<file path="src/rtl/ucsbece154a_memarb_if.sv">
// Bus bundle for the unified-memory arbiter: core port, DMA port and memory port.
// The slave modport is the arbiter's view; master is the requesters' and memory's view.
interface ucsbece154a_memarb_if #(
  parameter int unsigned ADDR_W = 32,
  parameter int unsigned DATA_W = 32
) ();
  logic              core_req_i;
  logic              core_we_i;
  logic [ADDR_W-1:0] core_adr_i;
  logic [DATA_W-1:0] core_wd_i;
  logic [DATA_W-1:0] core_rd_o;
  logic              core_stall_o;

  logic              dma_req_i;
  logic              dma_we_i;
  logic [ADDR_W-1:0] dma_adr_i;
  logic [DATA_W-1:0] dma_wd_i;
  logic              dma_gnt_o;
  logic              dma_done_o;
  logic [DATA_W-1:0] dma_rd_o;

  logic              mem_en_o;
  logic              mem_we_o;
  logic [ADDR_W-1:0] mem_adr_o;
  logic [DATA_W-1:0] mem_wd_o;
  logic [DATA_W-1:0] mem_rd_i;

  modport slave (
    input  core_req_i, core_we_i, core_adr_i, core_wd_i,
    input  dma_req_i, dma_we_i, dma_adr_i, dma_wd_i,
    input  mem_rd_i,
    output core_rd_o, core_stall_o,
    output dma_gnt_o, dma_done_o, dma_rd_o,
    output mem_en_o, mem_we_o, mem_adr_o, mem_wd_o
  );

  modport master (
    output core_req_i, core_we_i, core_adr_i, core_wd_i,
    output dma_req_i, dma_we_i, dma_adr_i, dma_wd_i,
    output mem_rd_i,
    input  core_rd_o, core_stall_o,
    input  dma_gnt_o, dma_done_o, dma_rd_o,
    input  mem_en_o, mem_we_o, mem_adr_o, mem_wd_o
  );
endinterface

</file>
<file path="src/rtl/ucsbece154a_memarb.sv">
// Core/DMA arbiter for a single fixed-latency memory. Core has priority; a bounded
// streak of contested core grants forces a DMA grant so the loader always progresses.
module ucsbece154a_memarb #(
  parameter int unsigned ADDR_W         = 32,
  parameter int unsigned DATA_W         = 32,
  parameter int unsigned LATENCY        = 1,
  parameter int unsigned MAX_CORE_BURST = 4
) (
  input logic                  clk,
  input logic                  reset,
  ucsbece154a_memarb_if.slave  bus
);

  localparam logic [1:0] StIdle  = 2'd0;
  localparam logic [1:0] StIssue = 2'd1;
  localparam logic [1:0] StWait  = 2'd2;
  localparam logic [1:0] StResp  = 2'd3;

  logic [1:0]        state_q, state_d;
  logic              owner_q, owner_d;  // 0 = core, 1 = DMA
  logic              we_q, we_d;
  logic [ADDR_W-1:0] adr_q, adr_d;
  logic [DATA_W-1:0] wd_q, wd_d;
  logic [2:0]        wait_q, wait_d;
  logic [3:0]        streak_q, streak_d;
  logic [DATA_W-1:0] core_rd_q, core_rd_d;
  logic [DATA_W-1:0] dma_rd_q, dma_rd_d;
  logic              core_win, dma_win, force_dma, core_done;

  always_comb begin
    state_d   = state_q;
    owner_d   = owner_q;
    we_d      = we_q;
    adr_d     = adr_q;
    wd_d      = wd_q;
    wait_d    = wait_q;
    streak_d  = streak_q;
    core_rd_d = core_rd_q;
    dma_rd_d  = dma_rd_q;
    force_dma = (streak_q == 4'(MAX_CORE_BURST));
    core_win  = 1'b0;
    dma_win   = 1'b0;
    unique case (state_q)
      StIdle: begin
        core_win = bus.core_req_i & ~(bus.dma_req_i & force_dma);
        dma_win  = bus.dma_req_i & ~core_win;
        // A contested core win implies streak < MAX, so the increment saturates at MAX.
        if (!bus.dma_req_i || dma_win) begin
          streak_d = 4'd0;
        end else if (core_win) begin
          streak_d = streak_q + 4'd1;
        end
        if (core_win || dma_win) begin
          owner_d = dma_win;
          we_d    = dma_win ? bus.dma_we_i  : bus.core_we_i;
          adr_d   = dma_win ? bus.dma_adr_i : bus.core_adr_i;
          wd_d    = dma_win ? bus.dma_wd_i  : bus.core_wd_i;
          state_d = StIssue;
        end
      end
      StIssue: begin
        wait_d  = 3'(LATENCY);
        state_d = StWait;
      end
      StWait: begin
        wait_d = wait_q - 3'd1;
        if (wait_q == 3'd1) begin
          if (!we_q) begin
            if (owner_q) dma_rd_d = bus.mem_rd_i;
            else         core_rd_d = bus.mem_rd_i;
          end
          state_d = StResp;
        end
      end
      StResp:  state_d = StIdle;
      default: state_d = StIdle;
    endcase
  end

  always_ff @(posedge clk or negedge reset) begin
    if (!reset) begin
      state_q   <= StIdle;
      owner_q   <= 1'b0;
      we_q      <= 1'b0;
      adr_q     <= '0;
      wd_q      <= '0;
      wait_q    <= 3'd0;
      streak_q  <= 4'd0;
      core_rd_q <= '0;
      dma_rd_q  <= '0;
    end else begin
      state_q   <= state_d;
      owner_q   <= owner_d;
      we_q      <= we_d;
      adr_q     <= adr_d;
      wd_q      <= wd_d;
      wait_q    <= wait_d;
      streak_q  <= streak_d;
      core_rd_q <= core_rd_d;
      dma_rd_q  <= dma_rd_d;
    end
  end

  // Captured command registers double as the held memory address/data outputs.
  assign core_done        = (state_q == StResp) & ~owner_q;
  assign bus.core_stall_o = bus.core_req_i & ~core_done;
  assign bus.core_rd_o    = core_rd_q;
  assign bus.dma_rd_o     = dma_rd_q;
  assign bus.dma_gnt_o    = (state_q == StIssue) & owner_q;
  assign bus.dma_done_o   = (state_q == StResp) & owner_q;
  assign bus.mem_en_o     = (state_q == StIssue);
  assign bus.mem_we_o     = (state_q == StIssue) & we_q;
  assign bus.mem_adr_o    = adr_q;
  assign bus.mem_wd_o     = wd_q;

endmodule
</file>
<file path="src/flat_wrapper.sv">
// flat-port wrapper written by rule: the top's interface ports become plain ports
module ucsbece154a_memarb_flat 
#(
  parameter int unsigned ADDR_W         = 32,
  parameter int unsigned DATA_W         = 32,
  parameter int unsigned LATENCY        = 1,
  parameter int unsigned MAX_CORE_BURST = 4
)
  (clk, reset, bus_core_req_i, bus_core_we_i, bus_core_adr_i, bus_core_wd_i, bus_dma_req_i, bus_dma_we_i, bus_dma_adr_i, bus_dma_wd_i, bus_mem_rd_i, bus_core_rd_o, bus_core_stall_o, bus_dma_gnt_o, bus_dma_done_o, bus_dma_rd_o, bus_mem_en_o, bus_mem_we_o, bus_mem_adr_o, bus_mem_wd_o);
  ucsbece154a_memarb_if #(.ADDR_W(ADDR_W), .DATA_W(DATA_W)) bus_i ();
  input logic clk;
  input logic reset;
  input wire logic [$bits(bus_i.core_req_i)-1:0] bus_core_req_i;
  input wire logic [$bits(bus_i.core_we_i)-1:0] bus_core_we_i;
  input wire logic [$bits(bus_i.core_adr_i)-1:0] bus_core_adr_i;
  input wire logic [$bits(bus_i.core_wd_i)-1:0] bus_core_wd_i;
  input wire logic [$bits(bus_i.dma_req_i)-1:0] bus_dma_req_i;
  input wire logic [$bits(bus_i.dma_we_i)-1:0] bus_dma_we_i;
  input wire logic [$bits(bus_i.dma_adr_i)-1:0] bus_dma_adr_i;
  input wire logic [$bits(bus_i.dma_wd_i)-1:0] bus_dma_wd_i;
  input wire logic [$bits(bus_i.mem_rd_i)-1:0] bus_mem_rd_i;
  output wire logic [$bits(bus_i.core_rd_o)-1:0] bus_core_rd_o;
  output wire logic [$bits(bus_i.core_stall_o)-1:0] bus_core_stall_o;
  output wire logic [$bits(bus_i.dma_gnt_o)-1:0] bus_dma_gnt_o;
  output wire logic [$bits(bus_i.dma_done_o)-1:0] bus_dma_done_o;
  output wire logic [$bits(bus_i.dma_rd_o)-1:0] bus_dma_rd_o;
  output wire logic [$bits(bus_i.mem_en_o)-1:0] bus_mem_en_o;
  output wire logic [$bits(bus_i.mem_we_o)-1:0] bus_mem_we_o;
  output wire logic [$bits(bus_i.mem_adr_o)-1:0] bus_mem_adr_o;
  output wire logic [$bits(bus_i.mem_wd_o)-1:0] bus_mem_wd_o;
  assign bus_i.core_req_i = bus_core_req_i;
  assign bus_i.core_we_i = bus_core_we_i;
  assign bus_i.core_adr_i = bus_core_adr_i;
  assign bus_i.core_wd_i = bus_core_wd_i;
  assign bus_i.dma_req_i = bus_dma_req_i;
  assign bus_i.dma_we_i = bus_dma_we_i;
  assign bus_i.dma_adr_i = bus_dma_adr_i;
  assign bus_i.dma_wd_i = bus_dma_wd_i;
  assign bus_i.mem_rd_i = bus_mem_rd_i;
  assign bus_core_rd_o = bus_i.core_rd_o;
  assign bus_core_stall_o = bus_i.core_stall_o;
  assign bus_dma_gnt_o = bus_i.dma_gnt_o;
  assign bus_dma_done_o = bus_i.dma_done_o;
  assign bus_dma_rd_o = bus_i.dma_rd_o;
  assign bus_mem_en_o = bus_i.mem_en_o;
  assign bus_mem_we_o = bus_i.mem_we_o;
  assign bus_mem_adr_o = bus_i.mem_adr_o;
  assign bus_mem_wd_o = bus_i.mem_wd_o;
  ucsbece154a_memarb #(.ADDR_W(ADDR_W), .DATA_W(DATA_W), .LATENCY(LATENCY), .MAX_CORE_BURST(MAX_CORE_BURST)) u_core (.clk(clk), .reset(reset), .bus(bus_i));
endmodule
</file>
<file path="config.mk">
export PLATFORM = sky130hd
export DESIGN_NAME = ucsbece154a_memarb_flat
export DESIGN_NICKNAME = d
export VERILOG_FILES = /design/src/rtl/ucsbece154a_memarb_if.sv /design/src/rtl/ucsbece154a_memarb.sv /design/src/flat_wrapper.sv
export SDC_FILE = /design/constraint.sdc
export NUM_CORES = 1
export LEC_CHECK = 0
export CAP_MARGIN = 20
export CORE_UTILIZATION = 28
export CTS_CLUSTER_SIZE = 40
export DETAILED_ROUTE_END_ITERATION = 12
export GPL_TIMING_DRIVEN = 1
export PLACE_DENSITY = 0.61
export SLEW_MARGIN = 5
export SYNTH_ARGS = -nofsm -noshare
export SYNTH_HDL_FRONTEND = slang
export SYNTH_SLANG_ARGS = --single-unit
</file>
<file path="constraint.sdc">
create_clock -name clk -period 3.55 [get_ports clk]
set_input_delay 0.5325 -clock clk [delete_from_list [all_inputs] [get_ports clk]]
set_output_delay 0.5325 -clock clk [all_outputs]
set_load 0.03 [all_outputs]
</file>
==> flow_summary.yaml, run 1 <==
setup_path:
  worst_path_largest_cell_delay_ps: 660
  r2r_start: "u_core.state_q[0]"
  criticalPathCategory: "flop to output port"
  arrival_ps: 1920
  cp_cell_sequence: "inv_1, ha_1, and2_1, clkdlybuf4s50_1"
  crit_required_ps: 3020
  worstSetupEndpointType: "output port"
  r2r_slack_ps: 1110
  critPathMaxFanout: 4
  reg2reg_to: "u_core.bus.mem_wd_o[30]"
  slowest_stage: "clkdlybuf4s50_1"
  reg2reg_depth: 6
  start_kind: "flop"
grt:
  overflow: 0
  antenna_found_initial: 0
  grt_usage: 0.180
  grt_pass1_wl_um: 32600
  first_global_vias: 5693
  grt_max_degree: 84
timing:
  setup_violations: 0
  fmax_mhz: 408
  relSlewSlack: 0.420
  grt_setup_unrepaired: "no"
  setup_tns_ps: 0
  skew_ps: 9.79
  hold_violations: 0
  period_minus_slack_ps: 2450
  worst_slack_ps: 1100
  drv_slew: 0
  period_share: 0.691
  worst_pin_slew_ps: 867
placed_design:
  io_buffers: 298
  dp_hpwl_um: 14500
  placed_cells: 1112
  gp_congestion: 0.755
  pre_cts_slack_ps: 958
route:
  first_iter_violations: 243
  final_antenna_net_count: 0
  firstDrtPassIters: 4
  detail_route.wl_per_cell_um: 18.3
  vias_per_cell: 4.90
  wirelength_um: 20900
  num_vias: 5602
  drc: 0
synth:
  synth_cells: 570
  syn-cell-area_um2: 6370
  synth_fp_nets: 745
  yosysWarnings: 0
  synth_cell_types: 38
  yosysMostFrequentCell: "dfrtp_1"
  synth-seq-cells: 139
  yosys-top-cells-area: "dfrtp_1 (55%), nand2_1 (7.8%), o211ai_1 (7.7%)"
  synth_top_area_frac: 0.546
  ys.flop_type: "dfrtp_1"
  ys_seq_area_frac: 0.546
  synth.avg_cell_area_um2: 11.2
  yosys.area.top_type: "dfrtp_1"
  ys_top_cells_by_count: "dfrtp_1 (139), nand2_1 (133), nand4_1 (66)"
  synth_edf_count: 0
  synthArstFlopShare: 1.00
power_and_ir_drop:
  peakVddDrop_v: 0.000337
  p_leak_nw: 4.16
  power_w: 0.00975
  powerDensity_nw_per_um2: 958
cells_and_area:
  final_layout_size_suffix_gt1_frac: 0.137
  antenna_cells: 0
  final_cell_count_no_fill: 1144
  fin_nets: 1026
  syn_to_final_growth_pct: 59.7
clock_network:
  cts_made_buffers: 17
  cts_tree: "yes"
  cts_hold_buf: 0
  htreeDepth: 4
  clk_transition_reported_paths_ps: 70
  cts_resized: 0
  clock_latency_ps: 420
  numClockSinks: 139
  cts.path.max_buffers: 2
  root_buffer: "clkbuf_16"
  cts_setup_buffers: 0
floorplan:
  die_y_um: 153
  dieArea_um2: 23400
  io-pin-count: 299
  die_w_um: 153
  coreArea_um2: 22100
  rows: 54
  start_util: 0.289
job:
  max_cap_violations: 0
hold_path:
  min_path_type: "input port to asynchronous set/reset pin"
status:
  status: "finished clean"
[state kept, by name, summed over array words and instances (netlist names)]
signal	flops
u_core.streak_q	4
u_core.state_q	2
u_core.bus.dma_rd_o	32
u_core.owner_q	1
u_core.bus.core_rd_o	32
u_core.bus.mem_adr_o	32
u_core.bus.mem_wd_o	32
u_core.we_q	1
u_core.wait_q	3
[metrics by stage]
stage | hold WS (ps) | util | area (um2)
after CTS | 193 | 0.461 | 10200
after detailed placement | 485 | 0.435 | 9620
after floorplan | 237 | - | 6370
after global routing | 226 | 0.461 | 10200
after global placement | 477 | 0.435 | 9620
final | 171 | 0.461 | 10200
[final cells by class]
class	count	area, um2
clock buffer	18	429
timing repair buffer	312	3130
inverter	10	37.5
sequential	139	3480
fill	2074	11900
clock inverter	14	135
tap	280	350
multi-input combinational	371	2620
[cell families (layout without fill, tap and decap cells)]
group                      after synthesis  after routing  synth area share
DFF                                    139            139             0.546
and+or+nand+nor                        216            216             0.161
buffers and inverters                   60            354            0.0487
muxes                                   66             66             0.134
adders and majority gates                9              9            0.0177
AOI/OAI and AO/OA                       80             80            0.0926
[power by group]
group          leakage (nW)  internal [W]  switching, W
logic                  2.19       0.00233       0.00289
registers              1.69       0.00236      0.000427
clock network         0.276      0.000981      0.000760
[worst max-delay path by stage]
stage / startpoint / to / slack (ps)
2_1_floorplan: u_core.state_q[0] / u_core.bus.dma_rd_o[0] / 1800
3_3_place_gp: bus_dma_req_i / u_core.bus.mem_adr_o[31] / 1040
3_5_place_dp: bus_dma_req_i / u_core.bus.mem_wd_o[30] / 960
4_1_cts: u_core.state_q[0] / u_core.bus.mem_wd_o[30] / 1040
5_1_grt: u_core.state_q[0] / u_core.bus.mem_wd_o[24] / 910
6_report: u_core.state_q[1] / bus_dma_gnt_o / 1100
[worst max-delay path: cells and delay by family (launching register included)]
family,cells,cell delay [ps]
adders and majority gates,1,190
buffers and inverters,2,770
and+or+nand+nor,1,130
DFF,1,410
[routing by layer]
metal	vias to the layer above	track usage	wire length, um
li1	2623	-	-
met1	2707	0.225	9280
met2	253	0.287	9450
met3	19	0.0689	1870
met4	0	0.0524	293
met5	-	0	0
[placed cells by master (no fill, tap or decap), types with 3 or more instances in the layout]
| cell | netlist | routed |
|---|---|---|
| clkdlybuf4s50_1 | 0 | 296 |
| dfrtp_1 | 139 | 139 |
| nand2_1 | 133 | 133 |
| nand4_1 | 66 | 66 |
| o211ai_1 | 65 | 65 |
| mux2_2 | 35 | 35 |
| mux2_4 | 30 | 30 |
| clkbuf_16 | 0 | 17 |
| inv_1 | 10 | 10 |
| buf_4 | 3 | 10 |
| ha_1 | 9 | 8 |
| inv_6 | 0 | 5 |
| buf_12 | 3 | 4 |
| and2_1 | 3 | 3 |
| clkinv_2 | 0 | 3 |
Power figures use the tool's default switching activity.
==> inputs of run 2 (changes only) <==
Settings changed: PLACE_DENSITY 0.61 to 0.64.
Clock period 3.55 ns to 2.05 ns, I/O delays scaled along.
==> run 2 against run 1 <==
  * Worst setup slack worse by 980 ps
  * Largest cell class unchanged
  * Register-to-register slack worse by 900 ps
  * Sequential power up 73%
  * Critical endpoint is now bus_mem_we_o
==> flow_summary.yaml, run 2 (synthesized netlist as in run 1, its figures left out) <==
timing:
  period_minus_slack_ps: 1930
  period_share: 0.943
  relSlewSlack: 0.733
  skew_ps: 12.5
  setup_violations: 0
  worst_pin_slew_ps: 399
  holdWs_ps: 326
  setup_tns_ps: 0
  hold_violations: 0
  fmax_mhz: 518
  drv_slew: 0
  grt_setup_unrepaired: "no"
setup_path:
  r2r_slack_ps: 210
  reg2reg_depth: 6
  crit_required_ps: 1740
  criticalPathCategory: "flop to output port"
  r2r_start: "u_core.state_q[0]"
  critPathMaxFanout: 4
  arrival_ps: 1620
  start_kind: "flop"
  reg2reg_to: "u_core.bus.dma_rd_o[9]"
  worstSetupEndpointType: "output port"
power_and_ir_drop:
  powerDensity_nw_per_um2: 1660
  peakVddDrop_v: 0.000614
  p_leak_nw: 4.26
  power_w: 0.0172
route:
  vias_per_cell: 4.90
  wirelength_um: 20600
  drc: 0
  first_iter_violations: 234
  detail_route.wl_per_cell_um: 17.9
  final_antenna_net_count: 0
  firstDrtPassIters: 4
  num_vias: 5634
cells_and_area:
  final_layout_size_suffix_gt1_frac: 0.144
  fin_nets: 1032
  layout.cells.most_common: "clkdlybuf4s50_1"
  antenna_cells: 0
  fillers: 2049
  layout_common_cells: "clkdlybuf4s50_1 (291), dfrtp_1 (139), nand2_1 (133), nand4_1 (66), o211ai_1 (65)"
  syn_to_final_growth_pct: 62.5
hold_path:
  holdPathStages: 3
  min_from: "bus_core_req_i"
  whs_endpoint: "u_core.streak_q[1]"
  min_path_type: "input port to flop"
floorplan:
  die_w_um: 153
  io-pin-count: 299
  rows: 54
  start_util: 0.289
  dieArea_um2: 23400
  coreArea_um2: 22100
  die_y_um: 153
clock_network:
  cts_setup_buffers: 0
  cts_made_buffers: 17
  cts.path.max_buffers: 2
  cts_tree: "yes"
  clk_transition_reported_paths_ps: 70
  htreeDepth: 4
  root_buffer: "clkbuf_16"
  numClockSinks: 139
  clock_latency_ps: 420
grt:
  antenna_found_initial: 0
  overflow: 0
  grt_usage: 0.179
  grt_max_degree: 60
  first_global_vias: 5768
  grt_pass1_wl_um: 32700
job:
  max_cap_violations: 0
status:
  status: "finished clean"
placed_design:
  dp_hpwl_um: 14400
  gp_congestion: 0.756
  io_buffers: 298
==> run 2: cell count changes in the layout (fill, tap and decap cells not counted), sizes merged <==
cell / before / now
buf: 16 / 22
clkdlybuf4s50: 296 / 291
dlygate4sd2: 0 / 4
bufinv: 1 / 2
dlygate4sd3: 0 / 1
inv: 17 / 16
==> run 2: worst max path at each step <==
| stage | start | endpoint | slack [ps] | cells after the start |
|---|---|---|---|---|
| 4_1_cts | u_core.state_q[1] | bus_mem_we_o | 80 | 4 |
| 6_report | u_core.state_q[1] | bus_mem_we_o | 120 | 4 |
| 2_1_floorplan | u_core.state_q[0] | u_core.bus.dma_rd_o[0] | 300 | 7 |
| 3_3_place_gp | bus_dma_req_i | u_core.bus.mem_wd_o[27] | 200 | 6 |
| 3_5_place_dp | bus_dma_req_i | u_core.bus.mem_wd_o[13] | 130 | 6 |
| 5_1_grt | u_core.state_q[1] | bus_dma_gnt_o | 3 | 4 |
==> run 2: routing by layer <==
layer | vias up | share of wire | wire, um | global-route usage
met2 | 260 | 0.48 | 9830 | 0.298
met3 | 19 | 0.083 | 1720 | 0.0680
met5 | - | 0 | 0 | 0
li1 | 2629 | - | - | -
met4 | 0 | 0.016 | 340 | 0.0462
met1 | 2726 | 0.42 | 8750 | 0.218
==> run 2: timing repair <==
action	4_1_cts	5_1_grt
setup endpoints to repair	4	0
hold buffers	1	0
gates resized for setup	4	0
endpoints found under the hold margin	36	0
==> run 2: power breakdown <==
part | internal [W] | switching, W | total [W]
Clock | 0.00188 | 0.00133 | 0.00320
Combinational | 0.00413 | 0.00505 | 0.00917
Sequential | 0.00408 | 0.000740 | 0.00482
Total | 0.0101 | 0.00711 | 0.0172
==> run 2: worst max-delay path: stages (launching register included) <==
cell and delay, ps:
dfrtp_1 410, inv_1 120, ha_1 180, and2_1 120
dlygate4sd2_1 390
==> run 2: area by class of cell <==
class	count	area, um2	area share
clock buffer	18	439	0.0424
clock inverter	14	178	0.0171
inverter	10	37.5	0.00362
multi-input combinational	371	2620	0.252
sequential	139	3480	0.336
tap	280	350	0.0338
timing repair buffer	318	3260	0.315
==> run 2: through the flow <==
step           instances   util  setup slack [ps]  instance area, um2
3_5_place_dp        1117  0.441               128                9740
4_1_cts             1150  0.469              80.4               10400
3_3_place_gp        1117  0.441               195                9740
5_1_grt             1150  0.469              3.13               10400
2_1_floorplan        570      -               303                6370
6_report            1150  0.469               118               10400
==> inputs of run 3 (changes only) <==
Settings changed: CAP_MARGIN 20 to 0, PLACE_DENSITY 0.64 to 0.61.
Clock period 2.05 ns to 1.8 ns, I/O delays scaled along.
==> run 3 against run 2 <==
  * Die area is the same
  * Final area grew 1.2%
  * Routed wire length grew 1.7%
  * Total power grew 14%
  * Register-to-register slack lost 120 ps
  * Sequential power grew 14%
  * Core utilization grew 0.55 points
  * Sequential share of layout area shrank 0.39 points
==> flow_summary.yaml, run 3 (synthesized netlist as in run 1, its figures left out) <==
timing:
  drv_slew: 0
  hold_violations: 0
  worst_slack_ps: 37.6
  setup_violations: 0
  fmax_mhz: 567
  grt_setup_unrepaired: "yes"
  period_minus_slack_ps: 1760
  worst_pin_slew_ps: 492
  period_share: 0.979
  holdWs_ps: 338
  relSlewSlack: 0.672
  skew_ps: 9.95
placed_design:
  io_buffers: 298
  placed_cells: 1125
  gp_congestion: 0.802
  dp_hpwl_um: 14800
  pre_cts_slack_ps: -11.7
floorplan:
  die_y_um: 153
  die_w_um: 153
  dieArea_um2: 23400
  rows: 54
  start_util: 0.289
  coreArea_um2: 22100
  io-pin-count: 299
power_and_ir_drop:
  comb_power_share: 0.533
  p_clk_frac: 0.187
  p_int_w: 0.0116
  p_leak_nw: 4.44
  powerDensity_nw_per_um2: 1870
  p_sw_frac: 0.410
  p_switching_w: 0.00806
  power_frac_seq: 0.280
  peakVddDrop_v: 0.000621
clock_network:
  root_buffer: "clkbuf_16"
  cts_made_buffers: 17
  htreeDepth: 4
  cts_tree: "yes"
  clock_latency_ps: 420
  cts.path.max_buffers: 2
  clk_transition_reported_paths_ps: 60
  numClockSinks: 139
grt:
  antenna_found_initial: 0
  grt_max_degree: 51
  first_global_vias: 5771
  grtUsageMet1: 0.233
  grtUsageMet2: 0.291
  grt_usage: 0.184
  top_usage_layer: "met2"
  grt_pass1_wl_um: 33100
  globalRouteMet3Util: 0.0729
  overflow: 0
setup_path:
  crit_required_ps: 1530
  arrival_ps: 1490
  start_kind: "flop"
  crit_path_start: "u_core.state_q[0]"
  worstSetupEndpointType: "output port"
  r2r_start: "u_core.state_q[1]"
  critPathMaxFanout: 3
  criticalPathCategory: "flop to output port"
cells_and_area:
  regArea_um2: 3480
  final_layout_size_suffix_gt1_frac: 0.160
  layout.cells.most_common: "clkdlybuf4s50_1"
  layout_common_cells: "clkdlybuf4s50_1 (277), dfrtp_1 (139), nand2_1 (133), nand4_1 (66), o211ai_1 (65)"
  final_cell_count_no_fill: 1160
  syn_to_final_growth_pct: 64.4
  multiInputGateArea_um2: 2620
  fillers: 2069
  fin_nets: 1042
  antenna_cells: 0
route:
  detail_route.wl_per_cell_um: 18.1
  wirelength_um: 21000
  first_iter_violations: 271
  final_antenna_net_count: 0
  drc: 0
  firstDrtPassIters: 6
  num_vias: 5674
  vias_per_cell: 4.89
hold_path:
  min_from: "bus_core_req_i"
  min_path_type: "input port to flop"
status:
  status: "finished clean"
job:
  max_cap_violations: 0
## run 3: cell type report
class	count	area share
Sequential cell	139	0.332
Timing Repair Buffer	328	0.322
Multi-Input combinational cell	371	0.250
Clock buffer	18	0.0409
Tap cell	280	0.0334
Clock inverter	14	0.0177
Inverter	10	0.00358
## run 3: power by group through the flow
stage / Sequential [W] / Combinational [W] / Clock, W
2_1_floorplan: 0.00824 / 0.00332 / 0
4_1_cts: 0.00552 / 0.0105 / 0.00377
5_1_grt: 0.00571 / 0.0111 / 0.00391
6_report: 0.00550 / 0.0105 / 0.00368
3_3_place_gp: 0.00551 / 0.0105 / 0
3_5_place_dp: 0.00555 / 0.0106 / 0
## run 3: critical path, stage by stage (launching register included)
cell and delay, ps:
dfrtp_1 400, buf_4 150, ha_1 210, and2_1 160, buf_4 160
## run 3: per-stage QoR
step | total power [W] | utilization | area, um2 | TNS (ps)
floorplan | 0.0116 | - | 6370 | 0
global placement | 0.0160 | 0.443 | 9800 | 0
detailed placement | 0.0161 | 0.443 | 9800 | -11.7
CTS | 0.0198 | 0.471 | 10400 | -3.08
global route | 0.0207 | 0.474 | 10500 | -129
finish | 0.0197 | 0.474 | 10500 | 0
## run 3: routing by layer
metal | vias to the layer above | part of all wire | wire [um]
met5 | - | 0 | 0
met4 | 0 | 0.012 | 242
met3 | 15 | 0.090 | 1880
met2 | 258 | 0.46 | 9690
met1 | 2754 | 0.44 | 9170
li1 | 2647 | - | -
## run 3: path summary, 6_finish.rpt
kind                       cells past startpoint  slack, ps                 endpoint
setup reg to reg                               7         90  u_core.bus.mem_wd_o[10]
min in group asynchronous                      2        370   u_core.bus.dma_rd_o[6]
hold reg to reg                                2        490   u_core.bus.mem_wd_o[5]
setup / recovery                               4         40           bus_dma_done_o
max in group asynchronous                      3        810   u_core.bus.mem_wd_o[4]
hold / removal                                 3        340              u_core.we_q
## run 3: timing repair
action	CTS	global route
buffers inserted	0	1
hold buffers	1	0
pin swaps	0	1
endpoints found under the hold margin	45	0
resized for setup	23	18
cloned	0	1
endpoints found under the setup margin	11	51
